==> config.mk <==
export PLATFORM = sky130hd
export DESIGN_NAME = fnd_bin2bcd_seq
export DESIGN_NICKNAME = d
export VERILOG_FILES = /design/src/rtl/fnd_bin2bcd_seq.sv
export SDC_FILE = /design/constraint.sdc
export NUM_CORES = 1
export LEC_CHECK = 0
export BUFFER_PORTS_ARGS = -buffer_cell sky130_fd_sc_hd__buf_4
export CORE_MARGIN = 4
export CORE_UTILIZATION = 35
export CTS_CLUSTER_SIZE = 14
export DETAILED_ROUTE_END_ITERATION = 12
export PLACE_DENSITY = 0.56
export SLEW_MARGIN = 20
export SYNTH_ARGS = -nofsm -noshare
export SYNTH_HDL_FRONTEND = slang
export SYNTH_SLANG_ARGS = --single-unit
==> constraint.sdc <==
create_clock -name PCLK -period 2.7 [get_ports PCLK]
set_input_delay 0.54 -clock PCLK [delete_from_list [all_inputs] [get_ports PCLK]]
set_output_delay 0.54 -clock PCLK [all_outputs]
set_load 0.03 [all_outputs]
==> src/rtl/fnd_bin2bcd_seq.sv <==
// Sequential binary-to-BCD converter (shift-add-3), one conversion in flight.
// Accepts a value on a valid/ready handshake, returns packed BCD, blank mask and overflow.
module fnd_bin2bcd_seq #(
  parameter int unsigned BIN_W  = 14,
  parameter int unsigned DIGITS = 4
) (
  input  logic                  PCLK,
  input  logic                  PRESET,
  input  logic [BIN_W-1:0]      bin_in,
  input  logic                  in_valid,
  output logic                  in_ready,
  output logic [4*DIGITS-1:0]   bcd_out,
  output logic [DIGITS-1:0]     blank_mask,
  output logic                  ovf,
  output logic                  out_valid,
  input  logic                  out_ready,
  output logic                  busy
);

  function automatic longint unsigned pow10(input int unsigned n);
    longint unsigned r;
    r = 1;
    for (int unsigned i = 0; i < n; i++) begin
      r = r * 10;
    end
    return r;
  endfunction

  localparam int unsigned     ScrW      = 4 * (DIGITS + 1);
  localparam int unsigned     CntW      = $clog2(BIN_W + 1);
  localparam longint unsigned MaxVal    = pow10(DIGITS) - 1;
  localparam logic [CntW-1:0] LastCnt   = CntW'(BIN_W - 1);
  localparam logic [4*DIGITS-1:0] AllNines = {DIGITS{4'h9}};
  localparam logic [DIGITS-1:0]   MaskRst  = {{(DIGITS - 1){1'b1}}, 1'b0};

  typedef enum logic [1:0] {
    StIdle,
    StShift,
    StDone
  } state_e;

  state_e              state_q, state_d;
  logic [BIN_W-1:0]    bin_q, bin_d;
  logic [ScrW-1:0]     scr_q, scr_d;
  logic [CntW-1:0]     cnt_q, cnt_d;
  logic                ovf_pend_q, ovf_pend_d;
  logic [4*DIGITS-1:0] bcd_q, bcd_d;
  logic [DIGITS-1:0]   mask_q, mask_d;
  logic                ovf_q, ovf_d;

  logic [ScrW-1:0]     scr_adj;
  logic [ScrW-1:0]     scr_sh;
  logic [BIN_W-1:0]    bin_sh;
  logic [DIGITS-1:0]   mask_calc;
  logic                in_over;

  // Add 3 to every nibble >= 5 before the shift so it carries correctly into the next digit.
  always_comb begin
    scr_adj = scr_q;
    for (int i = 0; i < int'(DIGITS + 1); i++) begin
      if (scr_q[4*i +: 4] >= 4'd5) begin
        scr_adj[4*i +: 4] = scr_q[4*i +: 4] + 4'd3;
      end
    end
  end

  assign {scr_sh, bin_sh} = {scr_adj[ScrW-2:0], bin_q, 1'b0};

  // Bit k set when digit k and all digits above it are zero; units digit is never blanked.
  always_comb begin
    logic zero_above;
    mask_calc  = '0;
    zero_above = 1'b1;
    for (int k = int'(DIGITS) - 1; k >= 1; k--) begin
      zero_above   = zero_above & (scr_sh[4*k +: 4] == 4'd0);
      mask_calc[k] = zero_above;
    end
  end

  assign in_over = 64'(bin_in) > MaxVal;

  always_comb begin
    state_d    = state_q;
    bin_d      = bin_q;
    scr_d      = scr_q;
    cnt_d      = cnt_q;
    ovf_pend_d = ovf_pend_q;
    bcd_d      = bcd_q;
    mask_d     = mask_q;
    ovf_d      = ovf_q;

    unique case (state_q)
      StIdle: begin
        if (in_valid) begin
          bin_d      = bin_in;
          scr_d      = '0;
          cnt_d      = '0;
          ovf_pend_d = in_over;
          state_d    = StShift;
        end
      end
      StShift: begin
        scr_d = scr_sh;
        bin_d = bin_sh;
        cnt_d = cnt_q + CntW'(1);
        if (cnt_q == LastCnt) begin
          state_d = StDone;
          if (ovf_pend_q) begin
            bcd_d  = AllNines;
            mask_d = '0;
            ovf_d  = 1'b1;
          end else begin
            bcd_d  = scr_sh[4*DIGITS-1:0];
            mask_d = mask_calc;
            ovf_d  = 1'b0;
          end
        end
      end
      StDone: begin
        if (out_ready) begin
          state_d = StIdle;
        end
      end
      default: begin
        state_d = StIdle;
      end
    endcase
  end

  always_ff @(posedge PCLK or posedge PRESET) begin
    if (PRESET) begin
      state_q    <= StIdle;
      bin_q      <= '0;
      scr_q      <= '0;
      cnt_q      <= '0;
      ovf_pend_q <= 1'b0;
      bcd_q      <= '0;
      mask_q     <= MaskRst;
      ovf_q      <= 1'b0;
    end else begin
      state_q    <= state_d;
      bin_q      <= bin_d;
      scr_q      <= scr_d;
      cnt_q      <= cnt_d;
      ovf_pend_q <= ovf_pend_d;
      bcd_q      <= bcd_d;
      mask_q     <= mask_d;
      ovf_q      <= ovf_d;
    end
  end

  assign in_ready   = (state_q == StIdle);
  assign busy       = (state_q == StShift);
  assign out_valid  = (state_q == StDone);
  assign bcd_out    = bcd_q;
  assign blank_mask = mask_q;
  assign ovf        = ovf_q;

endmodule

-- Word-level counts from Yosys, hierarchy flattened
Index checks and enable logic that the tools add are counted.
- input port bits: 18
- register bits after elaboration: 62
- add/sub/neg operators: 6
- bitwise logic cells: 2
- magnitude comparators: 6
- reduce and logical (&&, ||, !) cells: 9
- multiplexer cells: 18
- eq/ne operators: 6
- operators with widths (cell ; count):
    $pmux W20 S2 ; 1
    $pmux W14 S2 ; 1
    $mux W4 ; 6
    $ge A4 B3 Y1 const B ; 5
    $mux W20 ; 1
    $add A4 B2 Y4 const B ; 4
    $mux W16 ; 1
    $gt A14 B14 Y1 const B ; 1
    $mux W14 ; 1
    $logic_not A4 Y1 ; 3
    $pmux W4 S2 ; 1
    $mux W2 ; 3
    $pmux W2 S3 ; 1
    $reduce_and A2 Y1 ; 3
    $add A4 B1 Y4 const B ; 1
    $eq A4 B4 Y1 const B ; 1
    $ne A2 B1 Y1 const B ; 2
    $add A3 B2 Y3 const B ; 1
    $mux W3 ; 1
    $reduce_and A3 Y1 ; 1
    $and A1 B1 Y1 ; 2
    $eq A2 B1 Y1 const B ; 1
    $eq A2 B2 Y1 const B ; 1
    $logic_not A2 Y1 ; 1
    other kinds (3) ; 3

-- Logic depth before layout (Yosys ltp)
- depth after elaboration: 6
- mapped depth: 8

-- Worst setup path before layout
Ideal clock, no wire load.
- path type: register to register
- start: reg state_q[0]
- end: reg cnt_q[1]
- arrival time: 1651 ps
- cell stages (with the launch flop): 7
- required time: 2568 ps
- path slack: 917 ps
- path through: dfrtp_1 -> nor2_1 -> and2_1 -> buf_2 -> buf_2 -> buf_2 -> o22ai_1
- cells in the longest elaborated chain, start to end: 3
- elaborated cells on any way between the ends: 6
- RTL lines (item ; RTL line ; text):
    start, declared ; 42 ; state_e state_q, state_d;
    start signal, assigned ; 132 ; state_q <= StIdle;
    start signal, assigned ; 141 ; state_q <= state_d;
    $logic_not A2 Y1 (*) ; - ;
    net in_ready ; 11 ; output logic in_ready,
    $ne A2 B2 Y1 (no source line) or $reduce_bool A2 Y1 (tied branches) ; - ;
    $reduce_and A2 Y1 (no source line) ; - ;
    end signal, assigned ; 144 ; cnt_q <= cnt_d;
    end, declared ; 45 ; logic [CntW-1:0] cnt_q, cnt_d;
Mark *: on every way through the listed nets, which the timed path passes. The rest lies on a longest branch.
A chain may end at the register's enable or synchronous reset.

-- Worst setup path in the final report
- start: reg state_q[1]
- end: out busy
- cells in the longest elaborated chain, start to end: 1
- RTL lines (item ; RTL line ; text):
    $eq A2 B1 Y1 ; 153 ; assign busy = (state_q == StShift);
    end, declared ; 17 ; output logic busy
No other way between the ends.

==> reports/results.md <==
| Item | Reported |
|:---|:---|
| Run status | complete, no violations |
| CP startpoint | state_q[1] |
| Global routing met1 resource utilization | 0.169 |
| Reg2reg end | blank_mask[1] |
| Core area | 7730 sq um |
| GRT overflow | 0 |
| Cell at the root of the clock tree | sky130_fd_sc_hd__clkbuf_8 |
| Worst setup EP type | output port |
| Starting density of the core | 0.361 |
| Class of the tightest hold or removal check | primary input to async pin |
| Setup repair after global routing missed its margin | no |
| Worst setup path category | flip-flop to output port |
| N_diodes | 0 |
| Final Max Tran Viols | 0 |
| Count of endpoints failing setup in the final report | 0 |
| Number of buffers inserted by port buffering | 40 |
| Maximum operating frequency | 457 MHz |
| Post-DR vias/cell | 4.93 |
| Register-to-register setup slack | 0.88 ns |
| Clock-pin slew on the worst setup and hold paths | 0.06 ns |
| CTS Buf Count | 9 |
| Power Total | 4.26 mW |
| Number of sinks driven by the clock tree | 57 |
| Layout cell share with drive strength beyond 1 | 0.220 |
| Horiz. Die Dim | 97.3 microns |
| Mean instance size in the synthesized netlist | 9.79 sq um |
| Post-cts hold buffer count | 0 |
| Largest vdd supply drop | 0.000396 V |
| Number of standard-cell rows in the floorplan | 32 |
| Commonest register cell after synthesis | sky130_fd_sc_hd__dfrtp_1 |
| CTS HTree Levels | 3 |
| Remaining antenna violation count after routing | 0 |
| Area overhead of the layout relative to synthesis | 21.2% |
| Pin count of the biggest net entering global routing | 58 |
| Fin Setup TNS | 0 ns |
| Total of cells resized after clock tree synthesis | 0 |
| Maximum clock skew at final layout | 0.00737 ns |
| Period Utilization, post-route | 0.810 |
| Vert. Die Dim | 97.3 microns |
| Clock Latency Late Sink | 0.33 ns |
| Register bit total from synthesis | 57 |
| EDFF count, synth | 0 |
| Crit path DAT | 1.65 ns |
| Distinct cell type count after synthesis | 41 |
| Ranking of synthesized cells by area | sky130_fd_sc_hd__dfrtp_1 (48%), sky130_fd_sc_hd__nand2_1 (6.6%), sky130_fd_sc_hd__o21ai_0 (5.9%) |
| Register-to-Register Path Depth | 7 |
| HPWL reported at the end of detailed placement | 4120 microns |
| Net count of the mapped netlist | 313 |
| Via count of the first global-routing pass | 2060 |
| Share of Yosys cell area claimed by the top area cell type | 0.485 |
| Initial antenna violation count | 0 |
| End of the critical path | busy |
| Power density normalized to cell area | 1260 nW/um^2 |
| Time the worst path needs with I/O delays and setup | 2.19 ns |
| Routability-driven placement congestion ratio | 0.867 |
| Buffer count from post-CTS setup fixing | 0 |
| I/O Pins | 42 |
| Grt met2 use | 0.210 |
| Wire length per cell | 13.7 microns |
| Global routing's busiest layer | met2 |
| Sequential cell area fraction in the yosys report | 0.513 |
| Overall track demand over capacity in global routing | 0.131 |
| Vias post-DR | 2138 |
| Leakage power of the design | 1.53 nW |
| Total standard cell area after synthesis | 2790 sq um |
| Number of iterations in the first detailed-routing pass | 4 |
| Area leader, netlist | sky130_fd_sc_hd__dfrtp_1 |
| Max-slew headroom | 0.512 |
| Post-detailed-routing wire length | 5960 microns |
| Share of flip-flops with an asynchronous set or reset | 1.00 |
| Synthesis warning total | 0 |
| Wire length of the first global-routing pass | 10000 microns |
| Type of origin of the critical path | flip-flop |
| Number of buffers between clock root and the deepest sink | 2 |
| Max-cap viol count | 0 |
| Remaining design rule violation count | 0 |
| GR Layer Usage met3 | 0.0287 |
| Die area | 9460 sq um |
| Worst R2R Start | scr_q[8] |
| Data required time of the worst path | 2.16 ns |
| TritonCTS clock tree | done |
| Net count reported at finish | 355 |
| Cell count after synthesis | 285 |
| Transition time of the tightest slew-check pin | 0.732 ns |
| Fill count | 753 |
| Starting DRT DRC Count | 83 |
| Count of endpoints failing hold in the final timing report | 0 |
| Worst Path Max Fanout | 32 |
## power by group
part | switching [mW] | internal (mW)
sequential | 0.280 | 1.22
clock | 0.323 | 0.449
combinational | 1.21 | 0.783
## critical path: stages, from the launching register on
cell                       delay (ns)
sky130_fd_sc_hd__dfrtp_1         0.39
sky130_fd_sc_hd__nand2b_4        0.30
sky130_fd_sc_hd__inv_1           0.39
sky130_fd_sc_hd__buf_4           0.24
## Yosys cell counts (7+ instances only)
| library cell | number |
|---|---|
| sky130_fd_sc_hd__nor2_1 | 15 |
| sky130_fd_sc_hd__mux2i_1 | 14 |
| sky130_fd_sc_hd__dfrtp_1 | 54 |
| sky130_fd_sc_hd__o22ai_1 | 8 |
| sky130_fd_sc_hd__ha_1 | 10 |
| sky130_fd_sc_hd__o21ai_0 | 33 |
| sky130_fd_sc_hd__inv_1 | 13 |
| sky130_fd_sc_hd__o31ai_1 | 7 |
| sky130_fd_sc_hd__nand2_1 | 49 |
| sky130_fd_sc_hd__clkbuf_1 | 7 |
| sky130_fd_sc_hd__a21oi_1 | 13 |
## metrics by stage
stage	hold slack, ns	area [sq um]	util	setup WS [ns]	cells
finish	0.411	3380	0.438	0.513	434
detailed placement	0.452	3190	0.413	0.867	418
global placement	0.463	3190	0.413	0.878	418
floorplan	0.449	2790	-	0.765	285
global route	0.420	3380	0.438	0.406	434
CTS	0.412	3380	0.438	0.509	434
## state kept, by name (all words and copies together), names as in the netlist
| register | count |
|---|---|
| bcd_out | 16 |
| bin_q | 14 |
| blank_mask | 3 |
| cnt_q | 4 |
| ovf | 1 |
| ovf_pend_q | 1 |
| scr_q | 16 |
| state_q | 2 |
## layout by cell type, fill, tap and decap left out, drive strengths merged, types with 2 or more instances in the layout
master	count
a21o	2
nand2	49
dfstp	3
nor3	5
nand3	3
nand2b	6
nor2	15
buf	46
o2bb2ai	2
or3b	2
mux2	2
nor3b	5
a21oi	13
ha	10
inv	13
o31ai	8
nand4	2
o21ai	33
clkinv	2
o22ai	8
a22o	4
clkbuf	13
and3	2
dfrtp	54
mux2i	14
a31oi	2
xnor2	4
## logic make-up (layout without fill, tap and decap cells)
logic type,Yosys count,count (layout),synth area share
AND/OR/NAND/NOR,93,93,0.161
AO/OA/AOI/OAI,75,75,0.163
flip-flops,57,57,0.513
buffers and inverters,28,75,0.0426
multiplexers,16,16,0.0583
adder cells (fa/ha/maj),10,10,0.0449
XOR/XNOR,5,5,0.0157
other,1,1,0.00134
## worst min-delay path by stage
stage               slack, ns             to  cells past startpoint           from
floorplan                0.45      bin_q[10]                      2       bin_q[9]
global placement         0.46      bin_q[10]                      2       bin_q[9]
detailed placement       0.45  blank_mask[3]                      2  blank_mask[3]
CTS                      0.41     state_q[1]                      2      out_ready
global route             0.42       bin_q[0]                      3      bin_in[0]
finish                   0.41       scr_q[8]                      3         PRESET
## area by class of cell
type                       instances  area (sq um)  area share
clock buffer                      13           149      0.0440
clock inverter                     3          40.0      0.0118
timing repair buffer              46           345       0.102
inverter                          13          48.8      0.0144
multi-input combinational        200          1240       0.367
tap                              102           128      0.0377
sequential                        57          1430       0.423
## routing by layer
layer  part of all wire  wire length (microns)
met1               0.47                   2790
met2               0.48                   2860
met3              0.040                    241
met4              0.013                     75
met5                  0                      0
(Power assumes the default switching activity.)
